## src/rtl/gpio_in_conditioner.sv

```systemverilog
// Conditions raw GPIO pad inputs: 2-FF synchronizer, per-bit counter debounce,
// and single-cycle rise/fall strobes for the core logic.
module gpio_in_conditioner #(
    parameter int unsigned WIDTH           = 8,
    parameter int unsigned DEBOUNCE_CYCLES = 16
) (
    input  logic             clk_i,
    input  logic             rst_i,
    input  logic             en_i,
    input  logic [WIDTH-1:0] gpio_raw_i,
    output logic [WIDTH-1:0] level_o,
    output logic [WIDTH-1:0] rise_o,
    output logic [WIDTH-1:0] fall_o,
    output logic             any_edge_o
);

    localparam int unsigned CNT_W = $clog2(DEBOUNCE_CYCLES + 1);
    localparam logic [CNT_W-1:0] CntLast = CNT_W'(DEBOUNCE_CYCLES - 1);

    logic [WIDTH-1:0]            sync1_q, sync2_q;
    logic [WIDTH-1:0]            level_q, level_d;
    logic [WIDTH-1:0]            rise_q, rise_d;
    logic [WIDTH-1:0]            fall_q, fall_d;
    logic [WIDTH-1:0][CNT_W-1:0] cnt_q, cnt_d;

    always_comb begin
        level_d = level_q;
        rise_d  = '0;
        fall_d  = '0;
        cnt_d   = cnt_q;
        for (int i = 0; i < WIDTH; i++) begin
            // Disabled or agreeing bits restart their count so a full window is always required.
            if (!en_i || (sync2_q[i] == level_q[i])) begin
                cnt_d[i] = '0;
            end else if (cnt_q[i] == CntLast) begin
                level_d[i] = sync2_q[i];
                rise_d[i]  = sync2_q[i];
                fall_d[i]  = ~sync2_q[i];
                cnt_d[i]   = '0;
            end else begin
                cnt_d[i] = cnt_q[i] + CNT_W'(1);
            end
        end
    end

    always_ff @(posedge clk_i or posedge rst_i) begin
        if (rst_i) begin
            sync1_q <= '0;
            sync2_q <= '0;
            level_q <= '0;
            rise_q  <= '0;
            fall_q  <= '0;
            cnt_q   <= '0;
        end else begin
            sync1_q <= gpio_raw_i;
            sync2_q <= sync1_q;
            level_q <= level_d;
            rise_q  <= rise_d;
            fall_q  <= fall_d;
            cnt_q   <= cnt_d;
        end
    end

    assign level_o    = level_q;
    assign rise_o     = rise_q;
    assign fall_o     = fall_q;
    assign any_edge_o = |(rise_q | fall_q);

endmodule

```

## config.mk

```make
export PLATFORM = sky130hd
export DESIGN_NAME = gpio_in_conditioner
export DESIGN_NICKNAME = d
export VERILOG_FILES = /design/src/rtl/gpio_in_conditioner.sv
export SDC_FILE = /design/constraint.sdc
export NUM_CORES = 1
export LEC_CHECK = 0
export BUFFER_PORTS_ARGS = -buffer_cell sky130_fd_sc_hd__buf_2
export CORE_MARGIN = 2
export CORE_UTILIZATION = 25
export DETAILED_ROUTE_END_ITERATION = 10
export PLACE_DENSITY = 0.38
export SLEW_MARGIN = 20
export SYNTH_ARGS = -nofsm -noshare
export SYNTH_HDL_FRONTEND = slang
export SYNTH_SLANG_ARGS = --single-unit
```

## constraint.sdc

```tcl
create_clock -name clk_i -period 2.5 [get_ports clk_i]
set_input_delay 0 -clock clk_i [delete_from_list [all_inputs] [get_ports clk_i]]
set_output_delay 0 -clock clk_i [all_outputs]
set_load 0.01 [all_outputs]
```

# Yosys cells after proc, flatten, opt, wreduce, memory -nomap -nowiden
# Index checks and enable logic that the tools add are counted.
[totals]
reg_bits = 80
inputBits = 11
output_inout_bits = 25
wordCells = 127
[classes]
add_sub_neg = 8
n_eq_ne = 16
muxes = 48
bitwise_logic = 17
n_reduce_logical = 18
[ops]
columns = ["cell", "count"]
rows = [
  ["5-bit two-way mux", 16],
  ["5-bit by 1-bit adder with 5-bit output (second input constant)", 8],
  ["5-bit by 4-bit == test with 1-bit output (second input constant)", 8],
  ["1-bit two-way mux", 32],
  ["1-bit inverter", 16],
  ["2-bit AND reduction", 8],
  ["1-bit == test", 8],
  ["1-bit logical OR", 8],
  ["8-bit bitwise OR", 1],
  ["8-bit OR reduction", 1],
  ["1-bit logical NOT", 1],
]

# Logic depth before layout (Yosys ltp)
# Gate-level depths: netlist (run 1).
[logic_depth]
depth_word = 4
depth_mapped = 4
ltp_nobuf = 4

# Worst setup path after synthesis (run 1)
# OpenSTA, ideal clock, no wires.
[synth_path]
path_type = "register to register"
startpoint = "register cnt_q[0] (netlist bit)"
endpoint = "register level_q[0] (netlist: level_o[0])"
setup_ns = 0.125
t_arrival_ns = 1.167
required_time_ns = 2.375
path_slack_ns = 1.208
path_stages_with_launch = 5
path_buffers = 0
synth_period_minus_slack_ns = 1.292
cell_sequence = "dfrtp_1 > ha_1 > and4b_1 > nand2_1 > mux2_2"
[synth_between]
elab_chain_len = 2
[synth_lines]
columns = ["item", "line_no", "rtl"]
rows = [
  ["start, declared", "24", "logic [WIDTH-1:0][CNT_W-1:0] cnt_q, cnt_d;"],
  ["start signal, assigned", "60", "cnt_q <= cnt_d;"],
  ["5-bit by 4-bit == test with 1-bit output", "35", "end else if (cnt_q[i] == CntLast) begin"],
  ["2-bit AND reduction (no source line)", "n/a", ""],
  ["end signal, assigned", "57", "level_q <= level_d;"],
  ["end, declared", "21", "logic [WIDTH-1:0] level_q, level_d;"],
]
# No other way between the ends.
# A chain may end at the register's enable or synchronous reset.

# Worst setup path after layout (run 1)
[layout_path]
startpoint = "register fall_q[0] (netlist: fall_o[0])"
endpoint = "output any_edge_o"
[layout_between]
elab_chain_len = 2
[layout_lines]
columns = ["item", "line_no", "rtl"]
rows = [
  ["start, declared", "23", "logic [WIDTH-1:0] fall_q, fall_d;"],
  ["start signal, assigned", "59", "fall_q <= fall_d;"],
  ["8-bit bitwise OR", "67", "assign any_edge_o = |(rise_q | fall_q);"],
  ["8-bit OR reduction", "67", ""],
  ["end, declared", "14", "output logic any_edge_o"],
]
# No other way between the ends.

==> reports/summary.md, run 1 <==
Sorting the synthesized cells by area gives the leading types as sky130_fd_sc_hd__dfrtp_1 64%, sky130_fd_sc_hd__xor2_1 4.4%, sky130_fd_sc_hd__and3_1 4.0%. The logs give 36 for the top-level port count and 264 for the net count after synthesis. Clock-pin slew was measured on the worst setup and hold paths at 60 ps.

The final routed wire length divided by cell count is 12.6 µm, and the worst path arrival time is 1580 ps. Max-cap violations in this run came to 0. The number of library cell types mapped by synthesis was 23; the post-route clock period utilization was 63.2%. The number of buffer cells added on primary ports came out at 35. At the end of routability-driven placement, the weighted congestion stood at 0.739. Yosys mapped a number of flops with a built-in enable equal to 0. Counting flops and latches in the post-synthesis netlist gives 80. After synthesis, the most frequently instantiated cells are 80 x sky130_fd_sc_hd__dfrtp_1, 22 x sky130_fd_sc_hd__nand3_1, 22 x sky130_fd_sc_hd__nor2_1. The logs give 1958 for the via count of the first global-routing pass and 330 ps for the later-pin clock latency in the skew report. The run gives 0 as the number of post-CTS setup repair buffers. Number of antenna violations at the first check in global routing: 0. Yosys printed 0 warnings. In the synthesized netlist the dominant register cell turns out to be sky130_fd_sc_hd__dfrtp_1. The leakage power total was 1.97 nW; the post-synthesis mux area share was 3.34%.

The setup check on the worst reg-to-reg path leaves a slack of 1130 ps. Of all cell types, the one taking the most synthesized area is sky130_fd_sc_hd__dfrtp_1. The total count of max-transition violations in the final report was 0. The type of the most critical hold path is in2reg. Relative to the synthesized area, the layout overhead comes to 25.1%. After the first detailed-routing iteration, the DRC count stood at 89. The largest single stage delay on the critical path is 490 ps. The simple-gate share of the synthesized area came out at 22.2%. In this run the biggest area consumer among cell types represents 63.6% of the synthesized area.

The largest fanout of any net on the critical path was 2. The core region is 12200 µm². Overall overflow remaining after global route: 0. The detailed router placed 1948 vias in this run. The number of DRC violations after detailed routing was 0; the worst setup slack after layout was 920 ps. Async set-or-reset flop fraction in the synthesized netlist: 100%. For this run, the top clock speed supported by timing is 0.633 GHz. The initial core utilization is 25.9%. The slowest stage of the critical path belongs to the cell sky130_fd_sc_hd__nor4_1. VDD sags by at most 0.376 mV.

The ratio of cells with drive above 1 in the final layout was 22.8%. The tree is rooted in a sky130_fd_sc_hd__clkbuf_16. Final total negative setup slack: 0 ps. The count of inserted antenna diode cells came out at 0.

Most used standard cell by instance count after synthesis: sky130_fd_sc_hd__dfrtp_1. Power comes to 2.84 mW. Clock skew on the completed layout was measured at 4.54 ps. The tree built by TritonCTS fans out to 80 sinks.

The post-detailed-route via-to-cell ratio is 4.14, and the worst max-slew margin expressed relative to the limit is 52.1%. At the end of the flow, the number of nets in the layout was 317. Setup repair after global routing left no endpoint under its margin.

Row generation in the floorplan step produced 40 rows. The tools report the pre-CTS setup slack as 1130 ps. The critical path is of the reg2out type.

TritonCTS built the clock tree. The die is 116 µm tall. The clock passes through at most 2 buffers. Power density normalized to cell area: 720 nW/µm². The total setup violations reported at the end of the flow was 0; the compound-cell area share of the yosys netlist was 0%. After synthesis, the mean cell area works out to 12.9 µm². The run finished with clean final reports.

The final wirelength came out at 5920 µm. Buffers inserted during clock tree synthesis total 9. For the pin with the worst max-slew slack, the measured transition is 718 ps. Summing the areas of all xor and xnor instances in the mapped netlist gives 6.67% of the synthesized area. Entering global routing, the biggest net connects 42 pins. The first detailed-routing pass ran for 4 iterations. The cell area that synthesis handed to floorplanning was 3150 µm².

Sequential cells were found to cover 63.6% of the synthesized design area. The detail route stage leaves a number of antenna-violating nets equal to 0. The number of hold violations in the final report was 0; the gate count after technology mapping was 245.

The critical path goes through nor4_1, nand4_1, buf_2. The worst setup path is launched from a flip-flop. For the global-route wire length before repair, the log shows 9810 µm. The H-tree was split into 3 levels.

The sum of net half-perimeters after detailed placement is 4030 µm. The adder and majority cell fraction of the synthesized area is 3.18%, and the minimum period implied by the final worst setup slack is 1580 ps. The die is 116 µm wide. The floorplan step defined a die boundary enclosing 13500 µm².

Global routing consumed, over all layers together, 9.59% of the routing resources. The nature of the critical path endpoint is an output pin. The critical path required time came out at 2500 ps.

By area, the combinational part of the netlist is dominated by simple AND/OR/NAND/NOR gates.
==> critical path: cells and delay by family, from the launching register on <==
family	cells	cell delay (ps)
AND/OR/NAND/NOR	2	680
buffers and inverters	1	180
flip-flops	1	390
==> state kept, by name, indices dropped and copies added (netlist names) <==
signal,cells
cnt_q,40
level_o,8
fall_o,8
rise_o,8
sync1_q,8
sync2_q,8
==> cell families after synthesis <==
| kind of cell | after synthesis |
|---|---|
| AND/OR/NAND/NOR | 121 |
| flip-flops | 80 |
| XOR/XNOR | 24 |
| multiplexers | 8 |
| adder cells (fa/ha/maj) | 8 |
| buffers and inverters | 4 |
==> worst paths after layout <==
path,startpoint,cells after the start,endpoint
max,fall_o[0]$_DFF_PP0_,3,any_edge_o
min,en_i,3,cnt_q[37]$_DFF_PP0_
max reg2reg,cnt_q[20]$_DFF_PP0_,4,level_o[4]$_DFFE_PP0P_
min reg2reg,sync1_q[3]$_DFF_PP0_,0,sync2_q[3]$_DFF_PP0_
max in group asynchronous,rst_i,4,cnt_q[33]$_DFF_PP0_
min in group asynchronous,rst_i,3,sync2_q[3]$_DFF_PP0_
==> placed cells by master, fill, tap and decap left out <==
cell and n:
sky130_fd_sc_hd__ha_1 8, sky130_fd_sc_hd__dfrtp_1 80, sky130_fd_sc_hd__xor2_1 16, sky130_fd_sc_hd__nand4_1 1, sky130_fd_sc_hd__and4b_1 6, sky130_fd_sc_hd__buf_2 35, sky130_fd_sc_hd__nor2_1 22, sky130_fd_sc_hd__dlygate4sd3_1 9
sky130_fd_sc_hd__nand2_2 4, sky130_fd_sc_hd__nor4_2 2, sky130_fd_sc_hd__and4b_4 2, sky130_fd_sc_hd__clkbuf_8 2, sky130_fd_sc_hd__buf_12 1, sky130_fd_sc_hd__bufinv_16 2, sky130_fd_sc_hd__mux2_4 4, sky130_fd_sc_hd__clkinv_2 2
sky130_fd_sc_hd__and3_1 20, sky130_fd_sc_hd__nor3_1 10, sky130_fd_sc_hd__mux2_2 4, sky130_fd_sc_hd__nand4b_1 6, sky130_fd_sc_hd__clkbuf_1 1, sky130_fd_sc_hd__nor4_1 4, sky130_fd_sc_hd__nand3_1 22, sky130_fd_sc_hd__xnor2_1 8
sky130_fd_sc_hd__and4_2 2, sky130_fd_sc_hd__clkbuf_16 9, sky130_fd_sc_hd__and2_1 6, sky130_fd_sc_hd__nand2_1 14
==> timing repair <==
action | CTS | global route
endpoints found under the hold margin | 47 | 0
resized for setup | 0 | 0
hold buffers | 9 | 0
==> layer usage <==
| metal | vias to the layer above | wire [µm] | GRT usage [%] |
|---|---|---|---|
| li1 | 971 | - | - |
| met1 | 935 | 2890 | 12.5 |
| met2 | 35 | 2680 | 14.7 |
| met3 | 7 | 260 | 3.53 |
| met4 | 0 | 89 | 3.57 |
| met5 | - | 0 | 0 |
==> cell type report <==
cell class	count	area [µm²]
Tap cell	168	210
Multi-Input combinational cell	161	1110
Clock buffer	12	256
Timing Repair Buffer	45	285
Clock inverter	3	65.1
Inverter	1	5.00
Sequential cell	80	2000
Fill cell	1220	8220
==> power breakdown <==
part	switching, mW	leakage (nW)	internal, mW
registers	0.0182	1.07	1.32
logic	0.0595	0.737	0.0346
clock network	0.482	0.159	0.922
==> metrics by stage <==
stage               instance area (µm²)  utilization [%]  cells  hold slack [ps]
detailed placement                 3530             29.0    446              110
floorplan                          3150                -    245             31.4
finish                             3940             32.4    470              229
CTS                                3940             32.4    470              221
global placement                   3530             29.0    446              110
global route                       3940             32.4    470              269
No activity file was read; power rests on OpenSTA's default activity.
==> run 2: changes to the inputs <==
==> constraint.sdc (replaced) <==
create_clock -name clk_i -period 1.5 [get_ports clk_i]
set_input_delay 0 -clock clk_i [delete_from_list [all_inputs] [get_ports clk_i]]
set_output_delay 0 -clock clk_i [all_outputs]
set_load 0.01 [all_outputs]
==> run 2 against run 1 <==
  * Flip-flop and latch count stayed put
  * Cell area up 1.2%
  * Count of clock-buffer cells in the layout did not move
  * Critical path type unchanged
  * Critical endpoint unchanged
  * Largest power group is now sequential cells
==> reports/summary.md, run 2 (synthesized netlist as in run 1, its figures left out) <==
The flow ran to the end, and the final reports show no timing, DRC or antenna violations. The tools report the H-tree depth as 3 (unchanged). The global-route total usage across every layer was 10.0% (+0.44 points); the number of buffers added by the clock tree synthesis step was 9 (unchanged).

The most used routing layer is met2. The total number of vias is 1987 (+2.0%), and the minimum period implied by the final worst setup slack is 1460 ps. The tools report the global-route met3 utilization as 5.14% (+1.6 points). The nature of the critical path endpoint is an output pin. The global-route wire length before repair is 10300 µm (+4.6%), and the leakage power total is 1.99 nW (+1.0%). The tools report the worst max-slew margin expressed relative to the limit as 71.3% (+19 points).

The later-pin clock latency in the skew report was 330 ps (about the same). The length in cells of the worst reg-to-reg path was 4 (unchanged). Clock-pin slew reported for the worst setup and hold paths after clock tree synthesis: 60 ps (about the same). The worst-case vdd ir drop came out at 0.639 mV (+70%). The number of hold violations in the final report came out at 0 (unchanged). In the layout the commonest cells are 80 x sky130_fd_sc_hd__dfrtp_1, 35 x sky130_fd_sc_hd__buf_2, 22 x sky130_fd_sc_hd__nand3_1, 22 x sky130_fd_sc_hd__nor2_1, 20 x sky130_fd_sc_hd__and3_1. The total setup violations reported at the end of the flow was 0 (unchanged); the maximum clock path buffer count was 2 (unchanged). The type of the most critical hold path is in2reg. The initial core utilization was 25.9% (unchanged); the final hold slack was 70.5 ps (-158 ps). The tools report the global placement routability congestion as 0.772 (+4.5%). The tree is rooted in a sky130_fd_sc_hd__clkbuf_16. The count of inserted antenna diode cells is 0 (unchanged), and the post-detailed-route via-to-cell ratio is 4.19 (+1.1%).

The first-pass iteration count of the detailed router is 4 (unchanged), and the full die area is 13500 µm² (unchanged). For this run, the top clock speed supported by timing is 0.687 GHz. The sum of net half-perimeters after detailed placement came out at 4050 µm (+0.45%).

The initial DRC count was 79 (-11%); the worst path arrival time was 1460 ps (-120 ps). Setup repair after global routing could not meet its margin everywhere. For the met2 routing resource usage after global routing, the log shows 14.4% (-0.27 points). Type of origin of the critical path: a flip-flop. The number of post-CTS setup repair buffers is 0 (unchanged).

The run gives 80 (unchanged) as the number of sinks on the clock net. The total count of max-transition violations in the final report is 0 (unchanged), and the worst hold path depth is 3 (unchanged). The final layout net count came out at 321 (+1.3%). The register with the most flip-flops in the final layout is cnt_q.

The via count of the first global-routing pass was 2047 (+4.5%). From synthesis to final layout, the design area changed by 26.6%. After layout, the worst path uses 97.0% of the clock period. The x dimension of the die is 116 µm (unchanged).

The top-level port count is 36 (unchanged), and the met1 track demand over resource in global routing is 13.4% (+0.92 points). The logs give 4.63 mW (+63%) for the total power of the final layout and 6020 µm (+1.7%) for the final wirelength. The antenna violation net count after detailed routing was 0 (unchanged). Ratio of cells with drive above 1 in the final layout: 25.2% (+2.3 points). The number of buffer cells added on primary ports is 35 (unchanged). The tools report the number of DRC violations after detailed routing as 0 (unchanged). The overall die height came out at 116 µm (unchanged). The number of antenna violations at the first check in global routing is 0 (unchanged). The tools report the worst clock skew on the final layout as 5.59 ps (+1.04 ps). The pin count of the biggest net entering global routing is 81 (+93%). TritonCTS built the clock tree. The number of placement rows came out at 40 (unchanged).

The largest fanout of any net on the critical path works out to 2 (unchanged). Critical path class: reg2out. The final routed wire length divided by cell count is 12.7 µm (+0.83%), and the number of maximum-capacitance violations is 0 (unchanged). Critical path required time: 1500 ps (-1000 ps). The transition time of the tightest slew-check pin was 431 ps (-288 ps); the placeable core region was 12200 µm² (unchanged).

Most common library cell in the layout ignoring fill and taps: sky130_fd_sc_hd__dfrtp_1. The number of flip-flops under the largest register name was 40 (unchanged); the overall overflow remaining after global route was 0 (unchanged). The power density normalized to cell area came out at 1160 nW/µm² (+61%).
==> run 2: stage by stage <==
stage / util (%) / setup slack (ps) / setup TNS, ps / instances / area [µm²]
2_1_floorplan: - / 208 / 0 / 245 / 3150
5_1_grt: 32.8 / -67.9 / -67.9 / 474 / 3990
3_3_place_gp: 29.4 / 168 / 0 / 450 / 3570
3_5_place_dp: 29.4 / 153 / 0 / 450 / 3570
6_report: 32.8 / 44.4 / 0 / 474 / 3990
4_1_cts: 32.8 / -39.9 / -39.9 / 474 / 3990
==> run 2: per-layer routing <==
layer / wire, µm / part of all wire, % / vias to the layer above
li1: - / - / 968
met1: 2930 / 49 / 975
met2: 2630 / 44 / 37
met3: 399 / 6.6 / 7
met4: 65 / 1.1 / 0
met5: 0 / 0 / -
==> run 2: final cells by class <==
| class | count | area (µm²) |
|---|---|---|
| clock inverter | 3 | 40.0 |
| sequential | 80 | 2000 |
| timing repair buffer | 49 | 328 |
| clock buffer | 12 | 267 |
| inverter | 1 | 7.51 |
| multi-input combinational | 161 | 1130 |
| fill | 1235 | 8170 |
| tap | 168 | 210 |
==> run 2: path summary, 6_finish.rpt <==
check	slack, ps	from	endpoint
max in group asynchronous	840	rst_i	cnt_q[9]$_DFF_PP0_
worst max register to register	140	cnt_q[25]$_DFF_PP0_	level_o[5]$_DFFE_PP0P_
worst max-delay path	40	fall_o[3]$_DFF_PP0_	any_edge_o
worst min register to register	350	sync1_q[7]$_DFF_PP0_	sync2_q[7]$_DFF_PP0_
worst min-delay path	70	en_i	cnt_q[32]$_DFF_PP0_
min in group asynchronous	330	rst_i	sync1_q[0]$_DFF_PP0_
==> run 2: what timing repair did <==
action                                  in CTS  in global routing
endpoints found under the setup margin       1                  1
hold endpoints to repair                    88                  0
hold buffers                                 9                  0
gates resized for setup                      3                  0
pin swaps                                    0                  1
==> run 2: worst max-delay path, cell delays in order (launching register included) <==
cell and delay, ps:
sky130_fd_sc_hd__dfrtp_1 380, sky130_fd_sc_hd__nor4_2 290, sky130_fd_sc_hd__buf_4 160, sky130_fd_sc_hd__nand4_1 120, sky130_fd_sc_hd__buf_2 170
==> run 2: power by group <==
part / total [mW] / switching (mW) / internal (mW) / leakage (nW)
clock: 2.23 / 0.821 / 1.41 / 0.154
sequential: 2.23 / 0.0311 / 2.20 / 1.07
combinational: 0.165 / 0.100 / 0.0651 / 0.761
total: 4.63 / 0.953 / 3.68 / 1.99
==> run 3: changes to the inputs <==
--- a/config.mk
+++ b/config.mk
@@ -5,11 +5,12 @@
 export SDC_FILE = /design/constraint.sdc
 export NUM_CORES = 1
 export LEC_CHECK = 0
+export ABC_AREA = 1
 export BUFFER_PORTS_ARGS = -buffer_cell sky130_fd_sc_hd__buf_2
 export CORE_MARGIN = 2
-export CORE_UTILIZATION = 25
+export CORE_UTILIZATION = 30
 export DETAILED_ROUTE_END_ITERATION = 10
-export PLACE_DENSITY = 0.38
+export PLACE_DENSITY = 0.44
 export SLEW_MARGIN = 20
 export SYNTH_ARGS = -nofsm -noshare
 export SYNTH_HDL_FRONTEND = slang
==> run 3 against run 2 <==
  * Sequential power is essentially flat
  * Synthesized area grew 0.16%
  * Core utilization grew 4.4 points
  * Global-route usage grew 1.3 points
  * Routed wire length shrank 5.8%
  * First-iteration DRC count grew 16%
==> reports/summary.md, run 3 <==
The setup path with the least slack is of type reg2out. The final hold slack is 135 ps (+64.7 ps), and the number of maximum-capacitance violations is 0 (unchanged). The total power of the final layout was 3.99 mW (-14%). STA classifies the critical path endpoint as an output pin. The switching fraction of total power is 22.9% (+2.3 points), and the post-detailed-route via-to-cell ratio is 4.22 (+0.74%). The worst register-to-register path ends at level_o[2]$_DFFE_PP0P_. The run gives 0.912 mW (-4.3%) as the reported net switching power.

For the core utilization of the finished layout, the log shows 37.2% (+4.4 points). For the final layout net count, the log shows 421 (+31%). The number of DRC violations after detailed routing is 0 (unchanged). The total setup violations reported at the end of the flow was 0 (unchanged).

Walking the worst path, the cells encountered are nor2_1, nand2_1, nor2_1, nand2_1, buf_2. Following the worst setup path forward leads to its endpoint at any_edge_o. The mean post-synth cell area was 9.12 µm² (-29%); the final wirelength was 5670 µm (-5.8%).

Placeable core region: 10300 µm² (-15%). The first-pass iteration count of the detailed router came out at 4 (unchanged). The logs give 9 (unchanged) for the number of hold buffers added after CTS and 357 ps (+205 ps) for the pre-CTS setup slack. Minimum period implied by the final worst setup slack: 1350 ps (-107 ps). The H-tree depth is 3 (unchanged). The type of origin of the critical path was a flip-flop.

The number of buffers added by the clock tree synthesis step is 9 (unchanged). The tools report the origin of the critical flop-to-flop path as cnt_q[10]$_DFF_PP0_. For the global placement routability congestion, the log shows 0.730 (-5.5%).

The register with the most flip-flops in the final layout is cnt_q. The worst-case vdd ir drop was 0.440 mV (-31%); the gate count after technology mapping was 346 (+41%). The number of fill cells is 1072 (-13%), and the number of buffer cells added on primary ports is 35 (unchanged). For this run, the leading register cell type out of synthesis is sky130_fd_sc_hd__dfrtp_1. The worst clock skew on the final layout is 11.4 ps (+5.81 ps). For the initial core utilization, the log shows 30.7% (+4.8 points). The number of synthesized register bits works out to 80 (unchanged). TritonCTS built the clock tree.

The reg2reg setup slack was 360 ps (+220 ps); the worst max-slew margin expressed relative to the limit was 66.0% (-5.3 points). The initial DRC count was 92 (+16%); the worst hold path depth was 5 (+2). The run gives 11400 µm² (-16%) as the full die area. The overall die height works out to 107 µm (-8.3%). The share of power burned in the clock network was 39.7% (-8.5 points). The top cell type's share of synthesized area works out to 63.5% (-0.10 points). The final routed wire length divided by cell count works out to 10.4 µm (-18%). The tools report the net count after synthesis as 365 (+38%). The ratio of cells with drive above 1 in the final layout was 15.7% (-9.4 points); the Yosys warning count was 0 (unchanged). The sequential share of power was 55.8% (+7.6 points); the maximum clock frequency was 0.741 GHz (+7.9%). For the global-route wire length before repair, the log shows 10100 µm (-1.7%). The logs give 2293 (+15%) for the total number of vias and 0 ps (unchanged) for the final total negative setup slack.

The number of placement rows is 37 (-7.5%). The critical path required time is 1500 ps (about the same), and the number of antenna violations at the first check in global routing is 0 (unchanged). The post-route clock period utilization came out at 89.9% (-7.1 points). The total count of max-transition violations in the final report is 0 (unchanged), and the clock-pin slew reported for the worst setup and hold paths after clock tree synthesis is 90 ps (+30 ps).

The overall overflow remaining after global route is 0 (unchanged). The largest fanout of any net on the critical path is 2 (unchanged), and the sum of net half-perimeters after detailed placement is 4180 µm (+3.1%). The run gives 151 ps (+107 ps) as the worst setup slack after layout. For the area of the mapped netlist, the log shows 3150 µm² (+0.16%). The number of enable flip-flop cells after synthesis was 0 (unchanged); the via count of the first global-routing pass was 2246 (+9.7%). The longest individual stage delay on the worst path works out to 380 ps (about the same). The leakage power total is 2.14 nW (+7.7%). The library cell used most frequently in the layout, excluding fill and tap cells, is sky130_fd_sc_hd__nor2_1.

Leaving out fill and tap cells, the most frequent cells in the layout are 98 x sky130_fd_sc_hd__nor2_1, 80 x sky130_fd_sc_hd__dfrtp_1, 77 x sky130_fd_sc_hd__nand2_1. For the top-level port count, the log shows 36 (unchanged). The slowest library cell on the worst path is sky130_fd_sc_hd__dfrtp_1. The number of post-CTS setup repair buffers is 0 (unchanged), and the number of library cell types mapped by synthesis is 12 (-48%). For the global-route total usage across every layer, the log shows 11.4% (+1.3 points). X dimension of the die: 107 µm (-8.3%).

Post-cts sizing count: 0 (-3). Ranked by total cell area, the synthesized netlist is headed by sky130_fd_sc_hd__dfrtp_1 63%, sky130_fd_sc_hd__nor2_1 12%, sky130_fd_sc_hd__nand2_1 9.2%. The launching instance or port of the critical path is fall_o[2]$_DFF_PP0_. The run finished with clean final reports.

The power density normalized to cell area was 1040 nW/µm² (-10%). The async set-or-reset flop fraction in the synthesized netlist was 100% (unchanged); the sequential share of the synthesized area was 63.5% (-0.10 points). The combinational fraction of design power came out at 4.5% (+0.9 points). For the later-pin clock latency in the skew report, the log shows 340 ps (about the same). The maximum clock path buffer count was 2 (unchanged); the signed area change from the synthesized netlist to the final layout was 21.2%. The count of inserted antenna diode cells was 0 (unchanged).

The transition time of the tightest slew-check pin was 509 ps (+78.2 ps). The logs give 0 (unchanged) for the number of hold violations in the final report and 1350 ps (-110 ps) for the worst path arrival time. sky130_fd_sc_hd__dfrtp_1 takes more of the synthesized area than any other cell. Setup repair after global routing left no endpoint under its margin. The run gives 0 (unchanged) as the antenna violation net count after detailed routing.

The tools report the pin count of the biggest net entering global routing as 38 (-53%). The number of sinks on the clock net was 80 (unchanged). Most used standard cell by instance count after synthesis: sky130_fd_sc_hd__nor2_1.

The number of flip-flops under the largest register name is 40 (unchanged), and the internal portion of total power is 3.07 mW (-16%). After synthesis, the most frequently instantiated cells are 98 x sky130_fd_sc_hd__nor2_1, 80 x sky130_fd_sc_hd__dfrtp_1, 77 x sky130_fd_sc_hd__nand2_1. The length in cells of the worst reg-to-reg path is 6 (+2). The type of the most critical hold path was in2reg.

The root buffer cell chosen for the clock tree is sky130_fd_sc_hd__clkbuf_8.
run 3: worst max-delay path, delay by kind of cell (launching register included):
| kind | cells | cell delay (ps) |
|---|---|---|
| AND/OR/NAND/NOR | 4 | 480 |
| flip-flops | 1 | 380 |
| buffers and inverters | 1 | 140 |
run 3: final cells by class:
cell class              count  area [µm²]  share of cell area (%)
inverters                  34         131                    3.44
multi-input cells         231        1020                    26.6
clock inverters             5        56.3                    1.47
repair buffers             46         305                    7.98
clock buffers              11         141                    3.70
flip-flops and latches     80        2000                    52.4
well taps                 136         170                    4.45
run 3: layer usage:
layer / global-route usage, % / up-vias / wire length (µm)
met3: 3.19 / 7 / 212
met5: 0 / - / 0
met4: 4.73 / 0 / 84
met1: 14.9 / 1068 / 2750
li1: - / 1186 / -
met2: 17.8 / 32 / 2620
run 3: logic make-up after synthesis:
logic type      count (synthesis)  share of synthesized area [%]
flops                          80                           63.5
simple gates                  215                           27.8
fa+ha+maj                       8                           3.17
buf+inv                        35                           4.28
compound gates                  8                           1.27
run 3: power groups by stage:
stage                     Clock, mW  Combinational [mW]  Sequential, mW
after detailed placement          0               0.169            2.27
after global placement            0               0.167            2.27
final                          1.58               0.178            2.22
after CTS                      1.65               0.188            2.22
after global routing           1.75               0.212            2.23
after floorplan                   0               0.110            2.26
run 3: worst min path at each step:
| stage | end | start | slack (ps) |
|---|---|---|---|
| after detailed placement | cnt_q[26]$_DFF_PP0_ | rst_i | 70 |
| after CTS | fall_o[4]$_DFF_PP0_ | en_i | 130 |
| final | fall_o[4]$_DFF_PP0_ | en_i | 140 |
| after global placement | cnt_q[26]$_DFF_PP0_ | rst_i | 60 |
| after global routing | fall_o[1]$_DFF_PP0_ | en_i | 150 |
| after floorplan | sync1_q[0]$_DFF_PP0_ | gpio_raw_i[0] | 30 |
run 3: per-stage QoR:
step | instances | instance area (µm²)
finish | 543 | 3820
global route | 543 | 3820
CTS | 543 | 3820
detailed placement | 518 | 3540
global placement | 518 | 3540
floorplan | 346 | 3160
